<file path="src/rtl/stopwatch_mode_ctrl.sv">
// Stopwatch control: synchronizes, debounces and edge-detects three active-low buttons,
// then sequences the counter datapath through an IDLE/RUN/PAUSE/LAP Moore FSM.
module stopwatch_mode_ctrl #(
   parameter int DEBOUNCE_CYCLES = 16
) (
   input  logic       clk_i,
   input  logic       rst_i,
   input  logic       start_stop_button_i,
   input  logic       reset_button_i,
   input  logic       lap_button_i,
   output logic       en_o,
   output logic       reset_o,
   output logic       lap_load_o,
   output logic       freeze_o,
   output logic [1:0] state_o
);

   localparam int CW = $clog2(DEBOUNCE_CYCLES + 1);

   typedef enum logic [1:0] {
      IDLE  = 2'b00,
      RUN   = 2'b01,
      PAUSE = 2'b10,
      LAP   = 2'b11
   } state_t;

   // Bit 0 = start/stop, bit 1 = reset, bit 2 = lap.
   logic [2:0]    raw;
   logic [2:0]    sync1_q;
   logic [2:0]    sync2_q;
   logic [2:0]    deb_q;
   logic [2:0]    prev_q;
   logic [CW-1:0] cnt_q [3];
   logic [2:0]    press;

   assign raw = {lap_button_i, reset_button_i, start_stop_button_i};

   always_ff @(posedge clk_i or posedge rst_i) begin
      if (rst_i) begin
         sync1_q <= '1;
         sync2_q <= '1;
         deb_q   <= '1;
         prev_q  <= '1;
         for (int b = 0; b < 3; b++) begin
            cnt_q[b] <= '0;
         end
      end else begin
         sync1_q <= raw;
         sync2_q <= sync1_q;
         prev_q  <= deb_q;
         for (int b = 0; b < 3; b++) begin
            if (sync2_q[b] == deb_q[b]) begin
               cnt_q[b] <= '0;
            end else if (cnt_q[b] == CW'(DEBOUNCE_CYCLES - 1)) begin
               // This edge is the DEBOUNCE_CYCLES-th consecutive mismatch.
               deb_q[b] <= sync2_q[b];
               cnt_q[b] <= '0;
            end else begin
               cnt_q[b] <= cnt_q[b] + CW'(1);
            end
         end
      end
   end

   // One-cycle event on each debounced fall (released -> pressed).
   assign press = prev_q & ~deb_q;

   state_t state_q, state_d;
   logic   reset_q, reset_d;
   logic   lap_q, lap_d;
   logic   ev_ss, ev_rs, ev_lp;

   assign ev_ss = press[0];
   assign ev_rs = press[1] & ~press[0];
   assign ev_lp = press[2] & ~press[1] & ~press[0];

   always_comb begin
      state_d = state_q;
      reset_d = 1'b0;
      lap_d   = 1'b0;
      case (state_q)
         IDLE: begin
            if (ev_ss) begin
               state_d = RUN;
            end else if (ev_rs) begin
               reset_d = 1'b1;
            end
         end
         RUN: begin
            if (ev_ss) begin
               state_d = PAUSE;
            end else if (ev_lp) begin
               state_d = LAP;
               lap_d   = 1'b1;
            end
         end
         LAP: begin
            if (ev_ss) begin
               state_d = PAUSE;
            end else if (ev_rs) begin
               state_d = RUN;
            end else if (ev_lp) begin
               lap_d = 1'b1;
            end
         end
         PAUSE: begin
            if (ev_ss) begin
               state_d = RUN;
            end else if (ev_rs) begin
               state_d = IDLE;
               reset_d = 1'b1;
            end
         end
         default: state_d = IDLE;
      endcase
   end

   always_ff @(posedge clk_i or posedge rst_i) begin
      if (rst_i) begin
         state_q <= IDLE;
         reset_q <= 1'b1;
         lap_q   <= 1'b0;
      end else begin
         state_q <= state_d;
         reset_q <= reset_d;
         lap_q   <= lap_d;
      end
   end

   assign state_o    = state_q;
   assign en_o       = (state_q == RUN) || (state_q == LAP);
   assign freeze_o   = (state_q == LAP);
   assign reset_o    = reset_q;
   assign lap_load_o = lap_q;

endmodule

</file>
<file path="config.mk">
export PLATFORM = sky130hd
export DESIGN_NAME = stopwatch_mode_ctrl
export DESIGN_NICKNAME = d
export VERILOG_FILES = /design/src/rtl/stopwatch_mode_ctrl.sv
export SDC_FILE = /design/constraint.sdc
export NUM_CORES = 1
export LEC_CHECK = 0
export ABC_AREA = 1
export BUFFER_PORTS_ARGS = -buffer_cell sky130_fd_sc_hd__buf_4
export CORE_UTILIZATION = 45
export CTS_CLUSTER_DIAMETER = 40
export DETAILED_ROUTE_END_ITERATION = 6
export PLACE_DENSITY = 0.64
export RECOVER_POWER = 25
export SETUP_SLACK_MARGIN = 0.2
export SYNTH_ARGS = -nofsm -noshare
export SYNTH_HDL_FRONTEND = slang
export SYNTH_SLANG_ARGS = --single-unit
</file>
<file path="constraint.sdc">
create_clock -name clk_i -period 1.5 [get_ports clk_i]
set_input_delay 0.075 -clock clk_i [delete_from_list [all_inputs] [get_ports clk_i]]
set_output_delay 0.075 -clock clk_i [all_outputs]
set_load 0.03 [all_outputs]
</file>
==> flow_metrics.tcl, run 1 <==
set metrics [dict create \
    outcome "finished clean" \
    syn2layout_area_growth_pct 17.7 \
    period_minus_slack_ns 1.17 \
    fmax_mhz 855 \
    clock_skew_ns 0.00673 \
    io_pins 11 \
    cp_data_arrival_time_ns 1.39 \
    netlist_area_mm2 0.00124 \
    die-area_mm2 0.00297 \
    synth_top_cell_by_area "dfrtp_1" \
    crit_path_start "deb_q[0]$_DFFE_PP1P_" \
    grt_overflow 0 \
    synth-seq-cells 31 \
    die_w_um 54.5 \
    clkSlewWorstSetupHoldPaths_ns 0.09 \
    num_vias 815 \
    cp-end-kind "flop" \
    powerDensity_mw_per_mm2 1040 \
    startpoint_type "flop" \
    placed_area_mm2 0.00135 \
    syn_inst 123 \
    critPathMaxFanout 4 \
    route.detailed.drc 0 \
    h-tree-depth 2 \
    synth.top_cells.by_area "dfrtp_1, dfstp_2, nand2_1" \
    worst_pin_slew_ns 0.716 \
    grt_pass1_vias 765 \
    timing.rr.start "deb_q[0]$_DFFE_PP1P_" \
    cap_violations 0 \
    port_buffers 10 \
    drt_iter0_markers 8 \
    ys_seq_area_share_pct 63.9 \
    chipHeight_um 54.5 \
    clk_path_buf_depth 2 \
    cts_tree "built" \
    grt_use_total_pct 15.8 \
    grt_max_degree 32 \
    num_antenna_cells 0 \
    required_ns 1.72 \
    hold_ws_ns 0.361 \
    syn_area_per_cell_um2 10.1 \
    clock_sinks 31 \
    routed_wl_um 1790 \
    cts-root-buf "clkbuf_4" \
    rows 18 \
    crit_type "flop to flop" \
    cts_setup_buffers 0 \
    syn_nets 131 \
    synth_top_area_share_pct 36.4 \
    power.leakage_nw 0.676 \
    fin_area_mm2 0.00146 \
    final_cell_mix "nand2_1, nor2_1, dfrtp_1, inv_1" \
    drtAntennaViolNets 0 \
    start_util_pct 48.7 \
    globalplace.congestion 0.754 \
    clk_latency_ns 0.32 \
    peakVddDrop_mv 0.868 \
    min_path_type "flop to flop" \
    rsz0062_at_grt "false" \
    wl_per_cell_um 10.3 \
    slew_viol_final 0 \
    power_mw 1.52 \
    r2r_slack_ns 0.33 \
    antenna_found_initial 0 \
    netlist-cell-type-count 17 \
    hp-start "sync1_q[1]$_DFF_PP1_" \
    setup_viol 0 \
    final.setup.tns_ns 0 \
    layout.nets 151 \
    ys_warn_count 0 \
    drtPass1Iterations 4 \
    layout-drive-gt1-share_pct 20.8 \
    detail_route.vias_per_cell 4.68 \
    slew_headroom_pct 52.3 \
    finalHoldViolations 0 \
    hpwl_um 1300 \
    core_mm2 0.00254 \
    finalCritPeriodShare_pct 78.0 \
    grt_pass1_wl_um 3120 \
    numCtsBuffers 5 \
]
## cell type report
type	instances	area (um2)
tap	30	37.5
inverter	15	56.3
multi-input combinational	75	382
clock buffer	8	68.8
timing repair buffer	15	120
fill	234	1090
sequential	31	793
## final timing paths
check                                    endpoint  cells past startpoint
min in group asynchronous      cnt_q[4]$_DFF_PP0_                      4
max reg2reg                state_o[0]$_DFFE_PP0P_                      7
min                          sync2_q[1]$_DFF_PP1_                      0
max in group asynchronous  state_o[0]$_DFFE_PP0P_                      4
min reg2reg                  sync2_q[1]$_DFF_PP1_                      0
max                        state_o[0]$_DFFE_PP0P_                      7
## metal layers
metal	GRT usage, %	up-vias	part of all wire (%)
met4	7.69	0	1.5
met3	7.50	4	4.6
met2	25.0	12	47
li1	-	423	-
met1	17.8	376	47
met5	0	-	0
## synth_stat cells (all sizes together)
master / count
nor3: 4
nand2: 22
xor2: 3
inv: 15
dfrtp: 18
a21oi: 2
clkbuf: 1
dfstp: 13
xnor2: 3
nand2b: 3
ha: 3
nand4: 1
buf: 1
nor3b: 3
nor2: 21
nand3: 10
## registers in the layout, indices dropped and copies added, names as in the netlist
| name | cells |
|---|---|
| cnt_q | 15 |
| deb_q | 3 |
| lap_load_o | 1 |
| prev_q | 3 |
| reset_o | 1 |
| state_o | 2 |
| sync1_q | 3 |
| sync2_q | 3 |
## kinds of logic after synthesis
| group | synth area share, % |
|---|---|
| XOR/XNOR | 4.24 |
| adder cells (fa/ha/maj) | 3.03 |
| flip-flops | 63.9 |
| AO/OA/AOI/OAI | 0.808 |
| AND/OR/NAND/NOR | 22.7 |
| buffers and inverters | 5.25 |
## critical path, stage by stage (launching register included)
cell and delay, ns:
dfstp_1 0.58, inv_1 0.07, nand2_1 0.11, nand2_1 0.08
nand2_1 0.06, nand2_1 0.05, nand3_1 0.06, nand2_1 0.05
## report_power, final
part           internal (mW)  switching [mW]  total [mW]  leakage (nW)
combinational         0.0404          0.0495      0.0899         0.259
sequential             0.872          0.0212       0.893         0.378
clock                  0.276           0.264       0.540        0.0386
## per-stage QoR
step | worst slack (ns) | cells | utilization (%)
4_1_cts | 0.275 | 174 | 57.3
2_1_floorplan | 0.401 | 123 | -
3_3_place_gp | 0.383 | 162 | 53.0
6_report | 0.331 | 174 | 57.3
5_1_grt | 0.211 | 174 | 57.3
3_5_place_dp | 0.349 | 162 | 53.0
## what timing repair did
item,CTS,global route
endpoints found under the hold margin,21,0
hold buffers,4,0
setup endpoints to repair,0,1
gates resized for setup,0,1
Power figures use the tool's default switching activity.
==> inputs of run 2 (changes only) <==
--- a/config.mk
+++ b/config.mk
@@ -10,7 +10,7 @@
 export CORE_UTILIZATION = 45
 export CTS_CLUSTER_DIAMETER = 40
 export DETAILED_ROUTE_END_ITERATION = 6
-export PLACE_DENSITY = 0.64
+export PLACE_DENSITY = 0.66
 export RECOVER_POWER = 25
 export SETUP_SLACK_MARGIN = 0.2
 export SYNTH_ARGS = -nofsm -noshare
==> constraint.sdc (replaced) <==
create_clock -name clk_i -period 1 [get_ports clk_i]
set_input_delay 0.05 -clock clk_i [delete_from_list [all_inputs] [get_ports clk_i]]
set_output_delay 0.05 -clock clk_i [all_outputs]
set_load 0.03 [all_outputs]
==> run 2 against run 1 <==
Compared with the run above: the run now ends with negative setup slack left; sequential cell count stayed put; utilization rose by 18 points; die area unchanged; sequential share of layout area decreased by 13 points; worst setup slack worse by 0.46 ns; clock-buffer cell count decreased by 2; largest cell class unchanged; largest power group unchanged.
==> flow_metrics.tcl, run 2 (same netlist as run 1, synthesis figures left out) <==
set metrics [dict create \
    crit_path_start "deb_q[2]$_DFFE_PP1P_" \
    r2r-end "cnt_q[3]$_DFF_PP0_" \
    setup_viol 22 \
    num_vias 928 \
    rows 18 \
    ff2ff_path_depth 3 \
    dp_cells 171 \
    cp_data_arrival_time_ns 1.36 \
    internal-power_mw 2.21 \
    powerDensity_mw_per_mm2 1450 \
    fin_area_mm2 0.00192 \
    drtAntennaViolNets 0 \
    outcome "complete, but fails checks" \
    largest-register "cnt_q" \
    clkSlewWorstSetupHoldPaths_ns 0.10 \
    layoutNonFillerInstCount 194 \
    port_buffers 10 \
    drtPass1Iterations 4 \
    swShare_pct 20.6 \
    cts_tree "built" \
    period_minus_slack_ns 1.13 \
    core_mm2 0.00254 \
    power_mw 2.79 \
    cts-root-buf "clkbuf_4" \
    drt_iter0_markers 7 \
    violations "negative setup slack" \
    start_util_pct 48.7 \
    crit_type "flop to flop" \
    final.setup.tns_ns -1.76 \
    globalplace.congestion 0.707 \
    clkPwrFrac_pct 43.2 \
    final_cell_mix "dfrtp_1, buf_4, dfstp_2, inv_1" \
    io_pins 11 \
    num_antenna_cells 0 \
    fillers 175 \
    route.detailed.drc 0 \
    clk_path_buf_depth 2 \
    grt_overflow 0 \
    rsz0062_at_grt "true" \
    layout.nets 171 \
    cap_violations 0 \
    worst_pin_slew_ns 0.416 \
    hold_end "sync2_q[1]$_DFF_PP1_" \
    antenna_found_initial 0 \
    die_w_um 54.5 \
    power.leakage_nw 0.849 \
    switching_power_mw 0.573 \
    placed_area_mm2 0.00146 \
    min_path_type "flop to flop" \
    clock_skew_ns 0.00511 \
    clock_sinks 31 \
    hp-start "sync1_q[1]$_DFF_PP1_" \
    peakVddDrop_mv 1.82 \
    layout-drive-gt1-share_pct 60.4 \
    clk_latency_ns 0.33 \
    h-tree-depth 2 \
    grt_use_total_pct 17.9 \
    slew_headroom_pct 72.3 \
    slew_viol_final 0 \
    detail_route.vias_per_cell 4.78 \
    grt_pass1_vias 841 \
    critPathMaxFanout 4 \
    final_util_pct 75.4 \
    required_ns 1.23 \
    chipHeight_um 54.5 \
    p_comb_share_pct 8.5 \
    finalCritPeriodShare_pct 113 \
    dpl_worst_slack_ns -0.129 \
    fmax_mhz 885 \
    die-area_mm2 0.00297 \
    hpwl_um 1330 \
    finalHoldViolations 0 \
    largest_reg_flops 15 \
    numCtsBuffers 5 \
    grt_max_degree 32 \
    timing.rr.start "deb_q[2]$_DFFE_PP1P_" \
    holdPathStages 0 \
    final.setup.worst_slack_ns -0.130 \
    routed_wl_um 2400 \
    seqPwrFrac_pct 48.3 \
    wl_per_cell_um 12.4 \
    syn2layout_area_growth_pct 54.9 \
    cp-end-kind "flop" \
    startpoint_type "flop" \
    grt_pass1_wl_um 3500 \
    r2r_slack_ns -0.13 \
    hold_ws_ns 0.360 \
]
-- run 2: cell types whose count changed in the layout (fill, tap and decap cells not counted), sizes merged --
cell	change
clkbuf	-2
buf	+20
bufinv	+2
-- run 2: worst max-delay path: stages (launching register included) --
cell      delay (ns)
dfstp_2         0.62
xnor2_4         0.17
nand2b_4        0.20
nor2_2          0.04
-- run 2: power groups by stage --
stage	combinational, mW	sequential, mW	clock, mW
global placement	0.149	1.36	0
detailed placement	0.156	1.36	0
global route	0.260	1.35	1.28
finish	0.237	1.35	1.20
CTS	0.197	1.34	1.23
floorplan	0.0955	1.36	0
-- run 2: how the worst max path moves through the flow --
stage / cells past startpoint / slack, ns / endpoint
2_1_floorplan: 7 / -0.02 / state_o[0]$_DFFE_PP0P_
3_3_place_gp: 6 / -0.09 / cnt_q[13]$_DFF_PP0_
3_5_place_dp: 6 / -0.13 / cnt_q[13]$_DFF_PP0_
4_1_cts: 6 / -0.11 / cnt_q[8]$_DFF_PP0_
5_1_grt: 5 / -0.21 / state_o[0]$_DFFE_PP0P_
6_report: 3 / -0.13 / cnt_q[3]$_DFF_PP0_
-- run 2: cell type report --
cell class | instances | area (um2) | area share [%]
flip-flops and latches | 31 | 795 | 41.4
inverters | 15 | 56.3 | 2.93
multi-input cells | 75 | 619 | 32.3
clock buffers | 6 | 41.3 | 2.15
clock inverters | 2 | 60.1 | 3.13
well taps | 30 | 37.5 | 1.96
repair buffers | 35 | 310 | 16.2
-- run 2: metal layers --
metal	vias to the layer above	track usage [%]	part of all wire, %
li1	463	-	-
met1	442	19.8	44
met2	16	29.3	51
met3	7	5.83	2.7
met4	0	12.0	2.4
met5	-	0	0
-- run 2: what timing repair did --
action / 4_1_cts / 5_1_grt
gates resized for setup: 30 / 30
pin swaps: 12 / 18
buffers inserted: 4 / 7
setup endpoints to repair: 28 / 29
hold buffers: 4 / 0
hold endpoints to repair: 34 / 0
